<file path="src/rtl/placement_rd_port.sv">
// One-read-at-a-time port onto a synchronous RAM: registered re/addr, data
// captured two edges after the request, rd_done high in the cycle before capture.
module placement_rd_port #(
    parameter int AW = 32,
    parameter int DW = 32
) (
    input  logic          clk,
    input  logic          reset,
    input  logic          req,
    input  logic [AW-1:0] req_addr,
    output logic          re,
    output logic [AW-1:0] addr,
    input  logic [DW-1:0] dout,
    output logic [DW-1:0] data,
    output logic          rd_done
);

    logic pend;

    always_ff @(posedge clk) begin
        if (reset) begin
            re   <= 1'b0;
            addr <= '0;
            pend <= 1'b0;
            data <= '0;
        end else begin
            re   <= req;
            if (req)
                addr <= req_addr;
            pend <= re;
            if (pend)
                data <= dout;
        end
    end

    // rd_done leads the capture edge so the consumer's WAIT exits on it
    assign rd_done = pend;

endmodule

</file>
<file path="config.mk">
export PLATFORM = sky130hd
export DESIGN_NAME = placement_rd_port
export DESIGN_NICKNAME = d
export VERILOG_FILES = /design/src/rtl/placement_rd_port.sv
export SDC_FILE = /design/constraint.sdc
export NUM_CORES = 1
export LEC_CHECK = 0
export CORE_AREA = 2 2 87 89
export DETAILED_ROUTE_END_ITERATION = 7
export DIE_AREA = 0 0 89 91
export GPL_ROUTABILITY_DRIVEN = 1
export PLACE_DENSITY = 0.72
export SYNTH_ARGS = -nofsm -noshare
export SYNTH_HDL_FRONTEND = slang
export SYNTH_SLANG_ARGS = --single-unit
</file>
<file path="constraint.sdc">
create_clock -name clk -period 0.9 [get_ports clk]
set_input_delay 0.27 -clock clk [delete_from_list [all_inputs] [get_ports clk]]
set_output_delay 0.27 -clock clk [all_outputs]
set_load 0.02 [all_outputs]
</file>
==> out/qor.csv, run 1 <==
metric,value,unit
H-tree Lvls,3,
Avg Inst Size Synth,11.3,um^2
Setup crit start,rd_done,
Slew @ Worst Pin,0.167,ns
GP Congestion,0.712,
Seq pwr share,0.469,
DRT iter0 DRCs,49,
via count,1987,
port bufs,132,
worst hold margin,0.224,ns
Post-DRT Antenna Nets,0,
syn nets,278,
overall routed net length,6200,um
clock skew,0.00317,ns
die height,91,um
PwrDens,1580,nW/um^2
hold crit path type,in2reg,
PnR worst setup slack,-0.174,ns
Final Max Slew Viols,0,
CTS tree,done,
largest net degree at the start of global routing,35,
die width,89,um
cells after synthesis,211,
placed wire-length estimate,4250,um
Worst slew margin,0.885,
first-pass GRT wire length,8980,um
synth warn,0,
Clk pwr share,0.354,
"Req. time, crit path",0.63,ns
I/O pin cnt,133,
initial antenna violation count,0,
failing checks,setup timing,
"CTS clk-pin slew, worst paths",0.06,ns
die area,8100,um^2
synthesis-to-finish area growth,80.3,%
CTS sink cnt,66,
GR Util met3,0.0691,
GRT overflow,0,
final hold vios,0,
"commonest cells after routing, fill and taps aside","buf_6, dfxtp_2, nor2_1, clkdlybuf4s50_1, mux2i_1",
Setup CP Type,reg2out,
Final period util,1.19,
# nets final,422,
synth unique cells,9,
VDD IR-drop max,0.000819,V
gr usage total,0.145,
Longest Clk Path Bufs,2,
"commonest non-fill, non-tap cell in the layout",buf_6,
Core ar.,7140,um^2
fin util,0.600,
origin of the worst min-delay path,reset,
min cycle time layout,1.07,ns
"flops & latches, synth",66,
Pre-Repair DR Iteration Count,4,
ant diodes,0,
CP startpoint kind,register,
total CTS buffers,9,
Initial Util,0.333,
Pleak,1.84,nW
max cap viols,0,
number of vias per cell,4.35,
status,"finished, violations left",
Skew-Pair Late Insertion Delay,0.33,ns
wire per inst,13.6,um
GRT busiest layer,met2,
Worst path max stage delay,0.35,ns
register area share after synthesis,0.556,
Mapped Area,2370,um^2
vias in the first global route,1895,
share of layout cells above drive strength 1,0.469,
worst-path maximum fanout,3,
CP top delay family,flip-flops,
DR DRC count,0,
GR Util met1,0.166,
combinational fraction of design power,0.177,
sw power,0.00158,W
CP arrival,0.80,ns
Internal,0.00520,W
critical-path cell list,buf_6,
RSZ-0062 raised after global routing,true,
row count,31,
endpoints failing setup,98,
Non-Filler Instances,457,
root buffer cell,clkbuf_8,
met2 usage,0.228,
Worst R2R Start,rd_done,
Fmax,0.931,GHz
# placed instances,434,
crit end category,output pin,
CP max-delay cell,dfxtp_4,
Net Sw Frac,0.233,
Worst Path Buf+Inv,1,
-- sequential cells by signal (all words and copies together) (netlist names) --
register / cells
addr: 32
data: 32
rd_done: 1
re: 1
-- layout make-up --
class,instances,area [um^2]
Sequential cell,66,1410
Multi-Input combinational cell,130,917
Tap cell,99,124
Clock buffer,11,151
Clock inverter,3,40.0
Timing Repair Buffer,148,1640
Fill cell,604,2850
-- power by group through the flow --
stage | clock [W] | combinational [W] | sequential, W
global route | 0.00263 | 0.00128 | 0.00320
detailed placement | 0 | 0.00111 | 0.00319
floorplan | 0 | 0.000341 | 0.00336
CTS | 0.00249 | 0.00117 | 0.00318
global placement | 0 | 0.00110 | 0.00318
finish | 0.00240 | 0.00120 | 0.00318
-- logic make-up after synthesis --
logic type	synth area share
and+or+nand+nor	0.106
DFF	0.556
muxes	0.270
buffers and inverters	0.0674
-- metrics by stage --
stage          setup WS, ns  cell area [um^2]  power [W]  TNS, ns
2_1_floorplan       -0.0835              2380    0.00370    -2.40
3_3_place_gp         -0.309              3760    0.00428   -25.19
3_5_place_dp         -0.319              3760    0.00430   -25.96
4_1_cts              -0.195              4170    0.00684   -14.09
5_1_grt              -0.216              4280    0.00710   -17.71
6_report             -0.174              4280    0.00678   -12.99
-- worst paths after layout --
| kind | end | slack (ns) | cells after the start |
|---|---|---|---|
| max | rd_done | -0.17 | 1 |
| min | rd_done | 0.22 | 2 |
| max reg2reg | data[24] | -0.14 | 4 |
| min reg2reg | data[26] | 0.50 | 2 |
-- repair_timing --
item / 4_1_cts / 5_1_grt
pin swaps: 0 / 0
cloned: 1 / 2
hold buffers: 0 / 0
buffers inserted: 3 / 3
resized for setup: 465 / 8
setup endpoints to repair: 98 / 98
-- cell usage after synthesis --
master	instances	share of area
dfxtp_1	66	0.56
mux2i_1	64	0.27
nor2_1	64	0.10
buf_2	5	0.011
buf_12	3	0.025
buf_8	3	0.019
buf_6	2	0.0095
clkbuf_1	2	0.0032
nor2b_1	2	0.0053
-- routing by layer --
metal  vias up  part of all wire
li1        986                 -
met1       901              0.42
met2        90              0.46
met3        10             0.097
met4         0             0.018
met5         -                 0
No activity file was read; power rests on OpenSTA's default activity.
==> run 2: changes to the inputs <==
--- a/config.mk
+++ b/config.mk
@@ -5,11 +5,11 @@
 export SDC_FILE = /design/constraint.sdc
 export NUM_CORES = 1
 export LEC_CHECK = 0
-export CORE_AREA = 2 2 87 89
+export CORE_AREA = 2 2 77 98
 export DETAILED_ROUTE_END_ITERATION = 7
-export DIE_AREA = 0 0 89 91
+export DIE_AREA = 0 0 79 100
 export GPL_ROUTABILITY_DRIVEN = 1
-export PLACE_DENSITY = 0.72
+export PLACE_DENSITY = 0.7
 export SYNTH_ARGS = -nofsm -noshare
 export SYNTH_HDL_FRONTEND = slang
 export SYNTH_SLANG_ARGS = --single-unit
==> constraint.sdc (replaced) <==
create_clock -name clk -period 1.32 [get_ports clk]
set_input_delay 0.396 -clock clk [delete_from_list [all_inputs] [get_ports clk]]
set_output_delay 0.396 -clock clk [all_outputs]
set_load 0.02 [all_outputs]
==> out/qor.csv, run 2 (synthesis gave the netlist of run 1 again) <==
metric,value,unit,change
status,"finished, final reports clean",,"was finished, violations left"
via count,1918,,was 1987
vias in the first global route,1890,,was 1895
combinational fraction of design power,0.157,,was 0.177
Fmax,0.808,GHz,
CP max-delay cell,dfxtp_1,,was dfxtp_4
Seq pwr share,0.508,,was 0.469
Initial Util,0.335,,was 0.333
share of layout cells above drive strength 1,0.253,,was 0.469
Final period util,0.938,,
register area,1320,um^2,was 1410 um^2
I/O pin cnt,133,,unchanged
row count,35,,was 31
Post-DRT Antenna Nets,0,,unchanged
sw power,0.00108,W,was 0.00158 W
port bufs,132,,unchanged
critical-path cell list,buf_2,,was buf_6
Net Sw Frac,0.259,,was 0.233
max cap viols,0,,unchanged
gr usage total,0.149,,was 0.145
hold crit path type,in2reg,,unchanged
Clk pwr share,0.334,,was 0.354
Top Registers,"addr x32, data x32",,unchanged
"commonest cells after routing, fill and taps aside","buf_2, dfxtp_1, mux2i_1, nor2_1, clkdlybuf4s50_1",,"was buf_6, dfxtp_2, nor2_1, clkdlybuf4s50_1, mux2i_1"
GRT overflow,0,,unchanged
GP Congestion,0.686,,was 0.712
largest net degree at the start of global routing,33,,was 35
crit end category,output pin,,unchanged
# nets final,411,,was 422
die area,7900,um^2,was 8100 um^2
met3 wire len,476,um,was 600 um
"Req. time, crit path",0.92,ns,was 0.63 ns
wire per inst,12.8,um,was 13.6 um
Final Cell Area,3560,um^2,was 4280 um^2
CTS Hold Buffers Added,0,,unchanged
M1 wire length,2410,um,was 2620 um
endpoints failing setup,0,,was 98
min cycle time layout,1.24,ns,
die height,100,um,was 91 um
overall routed net length,5610,um,was 6200 um
clock skew,0.00434,ns,was 0.00317 ns
CP startpoint kind,register,,unchanged
VDD IR-drop max,0.000495,V,was 0.000819 V
PwrDens,1170,nW/um^2,was 1580 nW/um^2
"commonest non-fill, non-tap cell in the layout",buf_2,,was buf_6
Worst slew margin,0.639,,was 0.885
routed wl met2,2590,um,was 2870 um
number of vias per cell,4.36,,was 4.35
Post-DP Area,3730,um^2,was 3760 um^2
DR DRC count,0,,unchanged
root buffer cell,clkbuf_8,,unchanged
CTS sink cnt,66,,unchanged
first-pass GRT wire length,9200,um,was 8980 um
DRT iter0 DRCs,42,,was 49
Skew-Pair Late Insertion Delay,0.33,ns,about the same
ant diodes,0,,unchanged
Pre-Repair DR Iteration Count,4,,unchanged
Longest Clk Path Bufs,2,,unchanged
Setup CP Type,reg2out,,unchanged
initial antenna violation count,0,,unchanged
buffers inserted by post-CTS timing repair,0,,was 3
Pleak,1.65,nW,was 1.84 nW
synthesis-to-finish area growth,49.9,%,was 80.3%
Slew @ Worst Pin,0.541,ns,was 0.167 ns
PnR worst setup slack,0.0825,ns,was -0.174 ns
Worst path max stage delay,0.34,ns,was 0.35 ns
H-tree Lvls,3,,unchanged
"CTS clk-pin slew, worst paths",0.07,ns,was 0.06 ns
footprint of the multi-input gates,893,um^2,was 917 um^2
highest routed layer,met4,,unchanged
placed wire-length estimate,3990,um,was 4250 um
total CTS buffers,9,,unchanged
Filler cells,693,,was 604
CP top delay family,flip-flops,,unchanged
die width,79,um,was 89 um
final hold vios,0,,unchanged
CP arrival,0.84,ns,was 0.80 ns
Final Max Slew Viols,0,,unchanged
Core ar.,7090,um^2,was 7140 um^2
Internal,0.00310,W,was 0.00520 W
Worst Path Buf+Inv,1,,unchanged
CTS tree,done,,unchanged
RSZ-0062 raised after global routing,false,,was true
worst-path maximum fanout,2,,was 3
"worst slack, placed",-0.0162,ns,was -0.319 ns
[run 2: cell types whose count changed in the layout (fill, tap and decap cells not counted), moves of 4 or more]
cell,before,now
buf_2,2,68
buf_6,66,0
dfxtp_1,0,65
dfxtp_2,65,1
buf_4,7,1
mux2i_1,60,64
[run 2: final cells by class]
class / count / area share
Tap cell: 92 / 0.0323
Timing Repair Buffer: 137 / 0.300
Multi-Input combinational cell: 130 / 0.251
Sequential cell: 66 / 0.372
Clock inverter: 5 / 0.00914
Clock buffer: 10 / 0.0359
[run 2: worst paths after layout]
| path | end | slack [ns] | cells past startpoint | startpoint |
|---|---|---|---|---|
| setup reg to reg | data[12] | 0.11 | 3 | rd_done |
| hold / removal | data[12] | 0.41 | 2 | reset |
| hold reg to reg | rd_done | 0.46 | 1 | re |
| setup / recovery | addr[13] | 0.08 | 1 | addr[13] |
[run 2: power groups by stage]
stage	Sequential [W]	Clock [W]	Combinational, W
final	0.00213	0.00140	0.000657
after global routing	0.00214	0.00156	0.000712
after CTS	0.00213	0.00147	0.000668
after detailed placement	0.00217	0	0.000751
after global placement	0.00217	0	0.000746
after floorplan	0.00229	0	0.000233
[run 2: routing by layer]
| metal | up-vias | track usage |
|---|---|---|
| met5 | - | 0 |
| met4 | 0 | 0.0889 |
| met3 | 11 | 0.0468 |
| met2 | 85 | 0.234 |
| met1 | 869 | 0.179 |
| li1 | 953 | - |
[run 2: timing repair]
item / in CTS / in global routing
endpoints found under the setup margin: 66 / 0
resized for setup: 264 / 0
hold endpoints to repair: 0 / 0
[run 2: stage by stage]
stage | util | setup TNS (ns) | cells | hold slack, ns | power, W
finish | 0.502 | 0 | 440 | 0.411 | 0.00418
global route | 0.502 | 0 | 440 | 0.396 | 0.00440
CTS | 0.502 | 0 | 440 | 0.390 | 0.00426
detailed placement | 0.526 | -0.0684 | 425 | 0.451 | 0.00293
global placement | 0.526 | -0.0356 | 425 | 0.441 | 0.00292
floorplan | - | 0 | 211 | 0.543 | 0.00252
==> run 3: changes to the inputs <==
--- a/config.mk
+++ b/config.mk
@@ -6,9 +6,10 @@
 export NUM_CORES = 1
 export LEC_CHECK = 0
 export CORE_AREA = 2 2 77 98
+export CTS_CLUSTER_SIZE = 10
 export DETAILED_ROUTE_END_ITERATION = 7
 export DIE_AREA = 0 0 79 100
-export GPL_ROUTABILITY_DRIVEN = 1
+export GPL_ROUTABILITY_DRIVEN = 0
 export PLACE_DENSITY = 0.7
 export SYNTH_ARGS = -nofsm -noshare
 export SYNTH_HDL_FRONTEND = slang
==> results of run 3 <==
Final layout, timing and power as in run 2 (identical DEF).
==> RTL edit 1 (settings of run 1) <==
Change the parameter `DW` from 32 to 40.
--- a/src/rtl/placement_rd_port.sv
+++ b/src/rtl/placement_rd_port.sv
@@ -2,7 +2,7 @@
 // captured two edges after the request, rd_done high in the cycle before capture.
 module placement_rd_port #(
     parameter int AW = 32,
-    parameter int DW = 32
+    parameter int DW = 40
 ) (
     input  logic          clk,
     input  logic          reset,
Interface: changed (resized data and dout); port bits go from 133 to 149. No check against the original RTL was run, so the function may have changed too.
==> RTL edit 1 against run 1 <==
  * Routed wire length increased by 20%
  * Cell area is 12% higher
  * Total power up 17%
  * The run still ends with negative setup slack left
  * Setup slack worse by 0.062 ns
  * Final cell count is 9.8% higher
  * Clock power increased by 28%
  * Via count rose by 12%
  * Critical path depth rose by 3
  * Sequential cell count increased by 8
  * Critical endpoint is now data[15]$_SDFFE_PP0P_
  * Maximum frequency is 5.5% lower
  * Combinational power up 10%
  * Area after synthesis is 12% higher
  * First-iteration DRC count is 22% higher
  * Non-clock buffer count increased by 19
==> RTL edit 1: results (changes against run 1) <==
Global route
  • GR Util All Layers: 17.0% (+2.5 points)
  • Largest net degree at the start of global routing: 42 (+20%)
  • M2 GR Usage: 27.2% (+4.5 points)
  • Met3 GRT Util: 6.36% (-0.55 points)
  • First-pass GRT wire length: 10,600 µm (+18%)

Clock tree
  • Reg clk slew, reported paths: 0.08 ns (+0.02 ns)

Synthesis
  • Syn nets: 312 (+12%)
  • Seq/Total Area, Yosys: 55.6% (-0.077 points)
  • Synthesized instance count: 237 (+12%)
  • Most instantiated cells after synthesis: 74 x dfxtp_1, 72 x mux2i_1, 72 x nor2_1

Routing
  • First-pass iteration count of the detailed router: 6 (+2)
  • DRT iter0 DRCs: 60 (+22%)
  • Routed wire length: 7450 µm (+20%)

Placed design
  • Placed inst area: 0.00417 mm² (+11%)

Worst setup path
  • CP peak stage delay: 0.37 ns (+0.02 ns)
  • Crit path max fanout: 6 (+3)
  • CP Class: reg2reg

Power
  • Sw Pwr: 1.83 mW (+15%)
  • Clk pwr share: 38.7% (+3.3 points)
  • Leak: 2.05 nW (+11%)
  • Peak VDD IR: 783 µV (-4.4%)

Status
  • Outcome: finished, violations left
  • Failing checks: negative setup slack

STA
  • Final setup violation count: 114 (+16%)
  • Final TNS setup: -16.20 ns (-3.21 ns)
  • Clock skew: 0.0105 ns (+0.00730 ns)
  • Worst hold slack: 0.364 ns (+0.140 ns)
  • Final WS setup: -0.237 ns (-0.0624 ns)
RTL edit 1: cell count changes in the layout (fill, tap and decap cells not counted), sizes merged:
cell           before  now
clkinv              2    0
clkbuf             13   15
mux2i              64   72
buf                82   93
clkdlybuf4s50      64   72
clkinvlp            0    1
dfxtp              66   74
nor2               64   72
bufinv              1    2
RTL edit 1: cell families after synthesis:
group | count (synthesis) | share of synthesized area [%]
flops | 74 | 55.6
simple gates | 74 | 10.6
mux | 72 | 27.0
buf+inv | 17 | 6.80
RTL edit 1: worst min-delay path by stage:
stage | depth (start not counted) | to
2_1_floorplan | 2 | addr[0]$_SDFFE_PP0P_
3_3_place_gp | 1 | rd_done$_SDFF_PP0_
4_1_cts | 3 | data[8]$_SDFFE_PP0P_
3_5_place_dp | 1 | rd_done$_SDFF_PP0_
6_report | 3 | data[8]$_SDFFE_PP0P_
5_1_grt | 3 | data[0]$_SDFFE_PP0P_
RTL edit 1: timing repair:
action	CTS	global route
setup endpoints to repair	114	114
gates cloned	1	2
resized for setup	521	4
buffers inserted	2	7
pin swaps	0	1
RTL edit 1: metal layers:
metal	routed length [µm]	share of wire (%)	vias to the layer above
met5	0	0	-
met4	111	1.5	0
met3	723	9.7	13
met2	3610	48	110
met1	3010	40	1008
li1	-	-	1097
RTL edit 1: layout make-up:
type | instances | area, µm²
timing repair buffer | 167 | 1820
clock buffer | 13 | 180
clock inverter | 3 | 67.6
tap | 99 | 124
fill | 556 | 2360
multi-input combinational | 146 | 1010
sequential | 74 | 1580
RTL edit 1: worst min-delay path, cell delays in order:
cell    delay, ns
buf_2        0.13
buf_12       0.19
nor2_1       0.06
==> RTL edit 2 (flow settings as in run 1) <==
Without the edit above. Reset style: asynchronous (`reset`), changed in one clocked block.
--- a/src/rtl/placement_rd_port.sv
+++ b/src/rtl/placement_rd_port.sv
@@ -17,7 +17,7 @@
 
     logic pend;
 
-    always_ff @(posedge clk) begin
+    always_ff @(posedge clk or posedge reset) begin
         if (reset) begin
             re   <= 1'b0;
             addr <= '0;
Function: differs if reset is asserted again (counterexample within 4 cycles, from zero or initial values and one cycle with reset high); with reset held inactive, the same outputs for 10 cycles.
==> RTL edit 2 against run 1 <==
  * The run still ends with negative setup slack left
  * Synthesized cell count down 34%
  * Non-clock buffer count up 30
  * Cell area up 11%
  * Critical path depth unchanged
  * Routed wire length up 3.0%
  * Sequential power up 9.7%
  * Sequential cell count unchanged
  * Setup slack worse by 0.099 ns
  * Combinational power up 90%
  * Sequential share of layout area up 1.9 points
  * Total power up 22%
  * Area after synthesis up 16%
  * Worst hold slack better by 0.073 ns
  * Critical path type unchanged
==> RTL edit 2: results (changes against run 1) <==
Worst hold path
  • HP Start: req

Placed design
  • Setup WS pre-CTS: -0.341 ns (-0.0222 ns)
  • Placed inst area: 0.00422 mm² (+12%)
  • Post-DP HPWL: 4330 µm (+1.9%)

Layout
  • Post-Route Utilization: 66.7% (+6.6 points)
  • Fillcell total: 530 (-12%)

Worst setup path
  • CP max-delay cell: dfrtp_2
  • CP peak stage delay: 0.43 ns (+0.08 ns)
  • Reg2reg path depth: 2 (-2)
  • Worst r2r src: rd_done$_DFF_PP0_

Synthesis
  • Synth top area cells: dfrtp_1 60%, mux2_4 33%, buf_12 4.4%, mux2_2 1.6%, buf_6 0.82%
  • Syn nets: 206 (-26%)
  • Most instantiated cells after synthesis: 66 x dfrtp_1, 60 x mux2_4, 6 x buf_12
  • Ys async rst share: 100% (+100 points)
  • Unique masters post-synth: 6 (-3)
  • Seq/Total Area, Yosys: 60.2% (+4.6 points)

Routing
  • Vias per inst: 4.29 (-1.3%)
  • DRT iter0 DRCs: 33 (-33%)
  • Routed wire length: 6380 µm (+3.0%)

Global route
  • Vias in the first global route: 1,922 (+1.4%)
  • First-pass GRT wire length: 9700 µm (+8.0%)
  • GR Util All Layers: 15.7% (+1.2 points)
  • Largest net degree at the start of global routing: 31 (-11%)

STA
  • Final setup violation count: 102 (+4.1%)
  • Clock skew: 0.0102 ns (+0.00698 ns)
  • Slew @ Worst Pin: 0.288 ns (+0.121 ns)
  • Final WS setup: -0.273 ns (-0.0993 ns)

Power
  • Leak: 2.29 nW (+24%)
  • Peak VDD IR: 1000 µV (+22%)

Status
  • Outcome: finished, violations left
  • Failing checks: negative setup slack
-- RTL edit 2: routing by layer --
| layer | wire length (µm) | share of wire (%) | GRT usage [%] | vias up |
|---|---|---|---|---|
| met5 | 0 | 0 | 0 | - |
| met4 | 103 | 1.6 | 5.97 | 0 |
| met3 | 556 | 8.7 | 4.91 | 12 |
| met2 | 3130 | 49 | 24.9 | 80 |
| met1 | 2600 | 41 | 19.9 | 881 |
| li1 | - | - | - | 847 |
-- RTL edit 2: worst max path at each step --
stage / from / endpoint / slack [ns] / depth (start not counted)
6_report: rd_done$_DFF_PP0_ / rd_done / -0.27 / 1
5_1_grt: rd_done$_DFF_PP0_ / data[26]$_DFFE_PP0P_ / -0.31 / 2
4_1_cts: rd_done$_DFF_PP0_ / rd_done / -0.29 / 1
3_5_place_dp: rd_done$_DFF_PP0_ / data[27]$_DFFE_PP0P_ / -0.34 / 2
3_3_place_gp: rd_done$_DFF_PP0_ / rd_done / -0.34 / 1
2_1_floorplan: rd_done$_DFF_PP0_ / data[0]$_DFFE_PP0P_ / -0.24 / 3
-- RTL edit 2: where the power goes --
part | total [mW] | switching (mW) | leakage [nW] | internal, mW
logic | 2.28 | 0.821 | 1.42 | 1.46
registers | 3.49 | 0.227 | 0.771 | 3.26
clock network | 2.50 | 1.14 | 0.103 | 1.36
-- RTL edit 2: cell families (layout without fill, tap and decap cells) --
logic type | Yosys count | after routing | synth area share [%]
buf+inv | 9 | 195 | 5.34
flops | 66 | 66 | 60.2
mux | 64 | 64 | 34.5
-- RTL edit 2: repair_timing --
action	4_1_cts	5_1_grt
hold buffers	0	0
buffers inserted	18	14
endpoints found under the setup margin	98	107
gates resized for setup	396	9
-- RTL edit 2: through the flow --
step           cells  hold WS, ns  power (mW)
6_report         424        0.298        8.27
5_1_grt          424        0.290        8.66
4_1_cts          413        0.292        8.29
3_5_place_dp     379        0.368        5.50
3_3_place_gp     379        0.362        5.47
2_1_floorplan    139        0.301        4.47
-- RTL edit 2: area by class of cell --
| class | instances | share of cell area (%) |
|---|---|---|
| clock buffer | 10 | 2.89 |
| inverter | 1 | 0.158 |
| multi-input combinational | 64 | 20.0 |
| tap | 99 | 2.60 |
| clock inverter | 6 | 1.37 |
| timing repair buffer | 178 | 38.3 |
| sequential | 66 | 34.7 |
